<file path="src/rtl/iot_event_serialiser.sv">
// -----------------------------------------------------------------------------
// iot_event_serialiser
//   Front end for the active-IoT-devices monitor counter. It synchronises
//   N_DEV asynchronous device-status lines, detects on/off transitions per
//   device and serialises them into at most one event per clock. Simultaneous
//   transitions are resolved by a round-robin arbiter.
//
//   Optional feature macro: IOT_FILTER_EN
//     When defined, a per-device stability filter (FILT_CYCLES consecutive
//     cycles) sits between the synchroniser and the edge detector.
//
// Ports
//   clk        in   1      system clock, rising edge
//   rst        in   1      asynchronous active-low reset
//   dev_active in   N_DEV  raw device status (1 = on), asynchronous to clk
//   change     out  1      one-cycle pulse: an event is valid this cycle
//   on_off     out  1      event type when change=1 (1 = on, 0 = off)
//   dev_id     out  6      device index of the current/last event
//   busy       out  1      1 while any event is still pending inside the block
// -----------------------------------------------------------------------------
module iot_event_serialiser #(
  parameter int N_DEV       = 8,
  parameter int FILT_CYCLES = 3
) (
  input  logic             clk,
  input  logic             rst,
  input  logic [N_DEV-1:0] dev_active,
  output logic             change,
  output logic             on_off,
  output logic [5:0]       dev_id,
  output logic             busy
);

  localparam int PW = (N_DEV > 1) ? $clog2(N_DEV) : 1;

  // Elaboration-time range checks on the parameters.
  if ((N_DEV < 2) || (N_DEV > 64)) begin : g_bad_n_dev
    $error("iot_event_serialiser: N_DEV out of range 2..64");
  end
  if ((FILT_CYCLES < 1) || (FILT_CYCLES > 15)) begin : g_bad_filt
    $error("iot_event_serialiser: FILT_CYCLES out of range 1..15");
  end

  logic [N_DEV-1:0] s1_r;
  logic [N_DEV-1:0] s2_r;
  logic [N_DEV-1:0] prev_r;
  logic [N_DEV-1:0] pend_on_r;
  logic [N_DEV-1:0] pend_off_r;
  logic [PW-1:0]    ptr_r;

  logic [N_DEV-1:0] level_s;
  logic [N_DEV-1:0] rise_s;
  logic [N_DEV-1:0] fall_s;
  logic [N_DEV-1:0] pend_on_nxt_s;
  logic [N_DEV-1:0] pend_off_nxt_s;
  logic             gnt_vld_s;
  logic [PW-1:0]    gnt_idx_s;
  logic [PW-1:0]    ptr_nxt_s;

  // Two-flop synchroniser for every device line.
  always_ff @(posedge clk or negedge rst) begin
    if (!rst) begin
      s1_r <= '0;
      s2_r <= '0;
    end else begin
      s1_r <= dev_active;
      s2_r <= s1_r;
    end
  end

`ifdef IOT_FILTER_EN
  logic [N_DEV-1:0] filt_r;
  logic [3:0]       cnt_r [N_DEV];

  // Stability filter: accept a new level only after it has persisted for
  // FILT_CYCLES consecutive cycles; any return to the accepted level restarts.
  always_ff @(posedge clk or negedge rst) begin
    if (!rst) begin
      filt_r <= '0;
      for (int i = 0; i < N_DEV; i++) begin
        cnt_r[i] <= 4'd0;
      end
    end else begin
      for (int i = 0; i < N_DEV; i++) begin
        if (s2_r[i] == filt_r[i]) begin
          cnt_r[i] <= 4'd0;
        end else if (cnt_r[i] == 4'(FILT_CYCLES - 1)) begin
          filt_r[i] <= s2_r[i];
          cnt_r[i]  <= 4'd0;
        end else begin
          cnt_r[i] <= cnt_r[i] + 4'd1;
        end
      end
    end
  end

  assign level_s = filt_r;
`else
  assign level_s = s2_r;
`endif

  assign rise_s = level_s & ~prev_r;
  assign fall_s = ~level_s & prev_r;

  // Round-robin search: first device with any pending bit, starting at ptr.
  always_comb begin
    gnt_vld_s = 1'b0;
    gnt_idx_s = '0;
    for (int k = 0; k < N_DEV; k++) begin
      automatic int idx = int'(ptr_r) + k;
      if (idx >= N_DEV) begin
        idx = idx - N_DEV;
      end else begin
        idx = idx;
      end
      if (!gnt_vld_s && (pend_on_r[idx] || pend_off_r[idx])) begin
        gnt_vld_s = 1'b1;
        gnt_idx_s = PW'(idx);
      end else begin
        gnt_vld_s = gnt_vld_s;
      end
    end
  end

  // Next pending state: the grant consumes the old bit first, then this
  // cycle's edges apply to the post-grant state (opposite bit cancels).
  always_comb begin
    pend_on_nxt_s  = pend_on_r;
    pend_off_nxt_s = pend_off_r;
    if (gnt_vld_s) begin
      pend_on_nxt_s[gnt_idx_s]  = 1'b0;
      pend_off_nxt_s[gnt_idx_s] = 1'b0;
    end else begin
      pend_on_nxt_s = pend_on_nxt_s;
    end
    for (int i = 0; i < N_DEV; i++) begin
      if (rise_s[i]) begin
        if (pend_off_nxt_s[i]) begin
          pend_off_nxt_s[i] = 1'b0;
        end else begin
          pend_on_nxt_s[i] = 1'b1;
        end
      end else if (fall_s[i]) begin
        if (pend_on_nxt_s[i]) begin
          pend_on_nxt_s[i] = 1'b0;
        end else begin
          pend_off_nxt_s[i] = 1'b1;
        end
      end else begin
        pend_on_nxt_s[i] = pend_on_nxt_s[i];
      end
    end
  end

  // Pointer advances past the granted device, wrapping modulo N_DEV.
  always_comb begin
    if (!gnt_vld_s) begin
      ptr_nxt_s = ptr_r;
    end else if (gnt_idx_s == PW'(N_DEV - 1)) begin
      ptr_nxt_s = '0;
    end else begin
      ptr_nxt_s = gnt_idx_s + PW'(1);
    end
  end

  // Edge history, pending bits and arbiter pointer.
  always_ff @(posedge clk or negedge rst) begin
    if (!rst) begin
      prev_r     <= '0;
      pend_on_r  <= '0;
      pend_off_r <= '0;
      ptr_r      <= '0;
    end else begin
      prev_r     <= level_s;
      pend_on_r  <= pend_on_nxt_s;
      pend_off_r <= pend_off_nxt_s;
      ptr_r      <= ptr_nxt_s;
    end
  end

  // Registered event outputs; busy looks at the post-grant pending state so
  // it drops in the same cycle the last event is presented.
  always_ff @(posedge clk or negedge rst) begin
    if (!rst) begin
      change <= 1'b0;
      on_off <= 1'b0;
      dev_id <= 6'd0;
      busy   <= 1'b0;
    end else begin
      change <= gnt_vld_s;
      busy   <= |(pend_on_nxt_s | pend_off_nxt_s);
      if (gnt_vld_s) begin
        on_off <= pend_on_r[gnt_idx_s];
        dev_id <= 6'(gnt_idx_s);
      end else begin
        on_off <= on_off;
        dev_id <= dev_id;
      end
    end
  end

endmodule

</file>
<file path="config.mk">
export PLATFORM = sky130hd
export DESIGN_NAME = iot_event_serialiser
export DESIGN_NICKNAME = d
export VERILOG_FILES = /design/src/rtl/iot_event_serialiser.sv
export SDC_FILE = /design/constraint.sdc
export NUM_CORES = 1
export LEC_CHECK = 0
export ABC_AREA = 1
export CAP_MARGIN = 5
export CORE_UTILIZATION = 25
export CTS_CLUSTER_SIZE = 20
export DETAILED_ROUTE_END_ITERATION = 6
export DONT_BUFFER_PORTS = 1
export PLACE_DENSITY_LB_ADDON = 0.12
export SLEW_MARGIN = 20
export SYNTH_ARGS = -nofsm -noshare
export SYNTH_HDL_FRONTEND = slang
export SYNTH_SLANG_ARGS = --single-unit
export TNS_END_PERCENT = 20
</file>
<file path="constraint.sdc">
create_clock -name clk -period 3.47 [get_ports clk]
set_input_delay 0.347 -clock clk [delete_from_list [all_inputs] [get_ports clk]]
set_output_delay 0.347 -clock clk [all_outputs]
set_load 0.02 [all_outputs]
</file>
==> results.sh, run 1 <==
export IMPL_synth_cells=430
export IMPL_place_congestion=0.7985
export IMPL_grtUsageTotal_pct=12.74
export IMPL_grt_pass1_vias=2448
export IMPL_cp_startpoint="ptr_r[0]$_DFFE_PN0N_"
export IMPL_rows=40
export IMPL_fill_cells=1315
export IMPL_multiInputGateArea_sq_um=1574
export IMPL_drt_initial_drc_count=85
export IMPL_viasPerCell=4.365
export IMPL_r2r_worst_path_cells=22
export IMPL_r2r_start="ptr_r[0]$_DFFE_PN0N_"
export IMPL_clockRootBuffer="clkbuf_16"
export IMPL_drc_errors=0
export IMPL_grt_pass1_wl_um=12530
export IMPL_ys_seq_area_share_pct=39.82
export IMPL_die_h_um=113.0
export IMPL_critPathMaxFanout=9
export IMPL_cp_endpoint="busy$_DFF_PN0_"
export IMPL_cp_end_kind="flip-flop"
export IMPL_top_level_ports=19
export IMPL_fin_skew_ns=0.009874
export IMPL_grt_antenna_before_repair=0
export IMPL_wl_per_cell_um=12.97
export IMPL_dpl_hpwl_um=5907
export IMPL_clock_latency_ns=0.29
export IMPL_syn_area_per_cell_sq_um=7.161
export IMPL_clock_sinks=49
export IMPL_final_common_cell="nand2_1"
export IMPL_htreeDepth=2
export IMPL_report_final_slew_viol_count=0
export IMPL_fin_nets=449
export IMPL_cts_tree="yes"
export IMPL_seq_area_sq_um=1226
export IMPL_diodes=0
export IMPL_layout_drive_gt1_share_pct=12.39
export IMPL_fin_tns_setup_ns=0
export IMPL_worstHoldPathType="in2reg"
export IMPL_grt_ovfl_total=0
export IMPL_start_util_pct=25.64
export IMPL_status="finished, final reports clean"
export IMPL_ys_ff_latch=49
export IMPL_synth_area_sq_um=3079
export IMPL_area_growth_pct=11.34
export IMPL_routed_wl_um=7561
export IMPL_worstSetupPathType="reg2reg"
export IMPL_dieArea_sq_um=12760
export IMPL_critPathArrivalTime_ns=3.31
export IMPL_final_cell_mix="167 x nand2_1, 55 x nand3_1, 51 x inv_1"
export IMPL_core_area_sq_um=12010
export IMPL_r2r_slack_ns=0.32
export IMPL_ant_nets=0
export IMPL_required_ns=3.64
export IMPL_slew_headroom_pct=65.94
export IMPL_io_buffers=0
export IMPL_rsz0062_at_grt="false"
export IMPL_tightest_slew_ns=0.5110
export IMPL_cap_violations=0
export IMPL_cts_setup_buffers=0
export IMPL_worst_setup_path_start_kind="flip-flop"
export IMPL_fmax_mhz=317.8
export IMPL_clk_pin_slew_ns=0.07
export IMPL_setup_viol=0
export IMPL_reg2reg_to="busy$_DFF_PN0_"
export IMPL_vias=2545
export IMPL_fin_crit_ns=3.147
export IMPL_fp_dieW_um=113.0
export IMPL_yosysWarnings=0
export IMPL_finalCritPeriodShare_pct=90.68
export IMPL_cts_inserted_buffers=5
export IMPL_first_pass_iters=4
export IMPL_hold_viol_final=0
export IMPL_grt_max_degree=50
export IMPL_yosysUniqueCellTypes=34
export IMPL_clock_path_buffers=2
[final cells by class]
type	count	share of cell area (%)
clock buffers	8	3.978
inverters	57	6.460
multi-input cells	314	45.91
flip-flops and latches	49	35.77
well taps	147	5.365
repair buffers	8	2.518
[Yosys cell counts]
master    count  share of area (%)
a21oi_1       1               0.16
a21oi_4       1               0.53
a31oi_1       1               0.20
and3_1        1               0.20
buf_2         4               0.65
buf_4         5                1.2
buf_6         3                1.1
clkinv_1      1               0.12
conb_1        1               0.12
dfrtp_1      49                 40
ha_1          4                1.6
inv_1        51                6.2
inv_2         4               0.49
inv_6         1               0.28
nand2_1     168                 20
nand2_2       8                1.6
nand2_4       1               0.37
nand3_1      56                9.1
nand3_2       6                2.0
nand3b_1      6                1.5
nand4_1       5                1.0
nand4_2       2               0.81
nand4_4       1               0.69
nor2_1       24                2.9
nor2_2        6                1.2
nor2_4        3                1.1
nor3_1        1               0.16
nor3_2        1               0.33
o21ai_0       9                1.5
o21ai_1       1               0.16
o21bai_4      1               0.61
o22ai_1       1               0.20
xnor2_2       1               0.53
xor2_2        2                1.1
[cell families (layout without fill, tap and decap cells)]
| group | after synthesis | in the layout | synth area share [%] |
|---|---|---|---|
| DFF | 49 | 49 | 39.82 |
| xor gates and xnor gates | 3 | 3 | 1.585 |
| AOI/OAI and AO/OA | 15 | 15 | 3.332 |
| buffers and inverters | 69 | 73 | 10.08 |
| adders and majority gates | 4 | 4 | 1.625 |
| other | 1 | 3 | 0.1218 |
| and+or+nand+nor | 289 | 289 | 43.44 |
[worst min path at each step]
| stage | slack [ns] | to | from | cells past startpoint |
|---|---|---|---|---|
| 2_1_floorplan | 0.05 | busy$_DFF_PN0_ | rst | 0 |
| 3_3_place_gp | 0.05 | prev_r[7]$_DFF_PN0_ | rst | 0 |
| 6_report | 0.09 | s1_r[0]$_DFF_PN0_ | dev_active[0] | 0 |
| 3_5_place_dp | 0.05 | prev_r[7]$_DFF_PN0_ | rst | 0 |
| 5_1_grt | 0.07 | s1_r[7]$_DFF_PN0_ | dev_active[7] | 0 |
| 4_1_cts | 0.08 | s1_r[0]$_DFF_PN0_ | dev_active[0] | 0 |
[worst max-delay path: stages, from the launching register on]
cell,delay (ns)
dfrtp_1,0.44
inv_6,0.07
ha_2,0.33
inv_4,0.13
nand3_1,0.08
nand2_1,0.09
nand3_1,0.08
nand2_2,0.16
inv_2,0.06
nor2_2,0.14
nand4_2,0.15
clkinv_1,0.09
nand2_1,0.05
nand2_1,0.08
nand2_1,0.10
a21oi_4,0.27
nand3_1,0.21
nand3b_1,0.14
nand2_1,0.07
nor2_1,0.08
nand2_1,0.06
nor2_1,0.08
nand3_1,0.07
[layer usage]
layer / GRT usage [%] / vias up / share of wire (%)
li1: - / 1341 / -
met1: 16.02 / 1169 / 46
met2: 22.84 / 30 / 51
met3: 1.607 / 5 / 1.8
met4: 3.684 / 0 / 0.90
met5: 0 / - / 0
[flip-flops by register name, summed over array words and instances (netlist names)]
register / count
level_s: 8
pend_off_r: 8
pend_on_r: 8
prev_r: 8
s1_r: 8
dev_id: 3
ptr_r: 3
busy: 1
change: 1
on_off: 1
[what timing repair did]
item | in CTS | in global routing
hold buffers | 2 | 0
gates resized for setup | 0 | 8
endpoints found under the setup margin | 0 | 1
hold endpoints to repair | 49 | 0
[through the flow]
stage	setup slack (ns)	hold WS (ns)	area (sq um)	instances	util, %
6_report	0.3234	0.08619	3428	583	28.54
5_1_grt	0.005931	0.07261	3428	583	28.54
4_1_cts	0.1664	0.07735	3398	583	28.29
3_5_place_dp	0.1872	0.05340	3224	573	26.84
3_3_place_gp	0.2082	0.05268	3224	573	26.84
2_1_floorplan	0.4874	0.05141	3087	432	-
Power of run 1 is left out: the tool's default activity adds up to more than one toggle a clock period on the data nets, which glitch-free logic cannot reach.
==> run 2: changes to the inputs <==
--- a/config.mk
+++ b/config.mk
@@ -8,6 +8,7 @@
 export ABC_AREA = 1
 export CAP_MARGIN = 5
 export CORE_UTILIZATION = 25
+export CTS_BUF_LIST = sky130_fd_sc_hd__clkbuf_4 sky130_fd_sc_hd__clkbuf_8
 export CTS_CLUSTER_SIZE = 20
 export DETAILED_ROUTE_END_ITERATION = 6
 export DONT_BUFFER_PORTS = 1
==> results.sh, run 2 (same netlist as run 1, synthesis figures left out) <==
export IMPL_final_common_cell="nand2_1"
export IMPL_layout_drive_gt1_share_pct=13.07
export IMPL_cts_inserted_buffers=5
export IMPL_routed_wl_um=7538
export IMPL_worstHoldPathType="in2reg"
export IMPL_hold_viol_final=0
export IMPL_clock_latency_ns=0.31
export IMPL_fin_skew_ns=0.01543
export IMPL_start_util_pct=25.64
export IMPL_grt_ovfl_total=0
export IMPL_worst_setup_path_start_kind="flip-flop"
export IMPL_cp_top_family="simple AND/OR/NAND/NOR gates"
export IMPL_dpl_hpwl_um=5907
export IMPL_grt_max_degree=50
export IMPL_vias=2540
export IMPL_dieArea_sq_um=12760
export IMPL_grt_antenna_before_repair=0
export IMPL_max_stage_delay_ns=0.45
export IMPL_fin_tns_setup_ns=0
export IMPL_fin_crit_ns=3.156
export IMPL_io_buffers=0
export IMPL_cts_setup_buffers=0
export IMPL_fill_cells=1325
export IMPL_fmax_mhz=316.9
export IMPL_tightest_slew_ns=0.5095
export IMPL_rows=40
export IMPL_finalCritPeriodShare_pct=90.95
export IMPL_drt_initial_drc_count=105
export IMPL_clockRootBuffer="clkbuf_8"
export IMPL_crit_slowest_cell="dfrtp_1"
export IMPL_slew_headroom_pct=66.03
export IMPL_grtUsageTotal_pct=12.69
export IMPL_grt_pass1_wl_um=12480
export IMPL_cp_num_buf_inv=4
export IMPL_diodes=0
export IMPL_fin_nets=449
export IMPL_critPathArrivalTime_ns=3.35
export IMPL_clock_sinks=49
export IMPL_report_final_slew_viol_count=0
export IMPL_top_level_ports=19
export IMPL_path_cells="inv_6 -> ha_2 -> inv_4 -> nand3_1 -> nand2_1 -> nand3_1 -> nand2_2 -> inv_2 -> nor2_2 -> nand4_2 -> clkinv_1 -> nand2_1 -> nand2_1 -> nand2_1 -> a21oi_4 -> nand3_1 -> nand3b_1 -> nand2_1 -> nor2_1 -> nand2_1 -> nor2_1 -> nand3_1"
export IMPL_area_growth_pct=9.874
export IMPL_fp_dieW_um=113.0
export IMPL_first_pass_iters=4
export IMPL_clock_path_buffers=2
export IMPL_rsz0062_at_grt="false"
export IMPL_core_area_sq_um=12010
export IMPL_path_common_cell="nand2_1"
export IMPL_status="finished, final reports clean"
export IMPL_die_h_um=113.0
export IMPL_clk_pin_slew_ns=0.09
export IMPL_grt_pass1_vias=2444
export IMPL_wl_per_cell_um=12.93
export IMPL_worstSetupPathType="reg2reg"
export IMPL_required_ns=3.66
export IMPL_cap_violations=0
export IMPL_place_congestion=0.7985
export IMPL_htreeDepth=2
export IMPL_setup_viol=0
export IMPL_drc_errors=0
export IMPL_cts_tree="yes"
export IMPL_viasPerCell=4.357
export IMPL_ant_nets=0
export IMPL_cp_end_kind="flip-flop"
export IMPL_critPathMaxFanout=9
export IMPL_final_cell_mix="167 x nand2_1, 55 x nand3_1, 51 x inv_1"
==> run 2: path summary, 6_finish.rpt <==
check,start,to,slack [ns],cells after the start
worst max-delay path,ptr_r[0]$_DFFE_PN0N_,busy$_DFF_PN0_,0.31,22
worst min-delay path,dev_active[7],s1_r[7]$_DFF_PN0_,0.06,0
worst max register to register,ptr_r[0]$_DFFE_PN0N_,busy$_DFF_PN0_,0.31,22
worst min register to register,s1_r[1]$_DFF_PN0_,level_s[1]$_DFF_PN0_,0.35,0
max in group asynchronous,rst,level_s[6]$_DFF_PN0_,2.69,2
min in group asynchronous,rst,pend_off_r[7]$_DFF_PN0_,0.55,2
==> run 2: worst register-to-register path, cell delays in order (launching register included) <==
cell and delay (ns):
dfrtp_1 0.45, inv_6 0.07, ha_2 0.33, inv_4 0.13, nand3_1 0.08, nand2_1 0.09, nand3_1 0.08, nand2_2 0.16
inv_2 0.06, nor2_2 0.14, nand4_2 0.15, clkinv_1 0.09, nand2_1 0.05, nand2_1 0.08, nand2_1 0.10, a21oi_4 0.27
nand3_1 0.21, nand3b_1 0.14, nand2_1 0.07, nor2_1 0.08, nand2_1 0.06, nor2_1 0.08, nand3_1 0.07
==> run 2: timing repair <==
action,in CTS,in global routing
hold buffers,2,0
hold endpoints to repair,49,0
endpoints found under the setup margin,0,1
gates resized for setup,0,8
==> run 2: layout make-up <==
cell class	instances	area, sq um	share of cell area [%]
multi-input combinational	314	1574	46.52
sequential	49	1226	36.24
inverter	57	221.5	6.546
tap	147	183.9	5.436
clock buffer	8	91.34	2.700
timing repair buffer	8	86.33	2.552
==> run 2: per-stage QoR <==
stage | setup slack [ns] | hold WS, ns | area, sq um | util, % | instances
3_5_place_dp | 0.1872 | 0.05340 | 3224 | 26.84 | 573
5_1_grt | 0.002907 | 0.03805 | 3383 | 28.17 | 583
4_1_cts | 0.1609 | 0.04753 | 3353 | 27.92 | 583
2_1_floorplan | 0.4874 | 0.05141 | 3087 | - | 432
3_3_place_gp | 0.2082 | 0.05268 | 3224 | 26.84 | 573
6_report | 0.3140 | 0.06298 | 3383 | 28.17 | 583
==> run 2: metal layers <==
metal | part of all wire (%) | GRT usage (%)
met1 | 46 | 15.93
met2 | 50 | 22.55
met3 | 2.4 | 1.607
met4 | 1.4 | 4.211
met5 | 0 | 0
Power of run 2 is left out for the same reason.
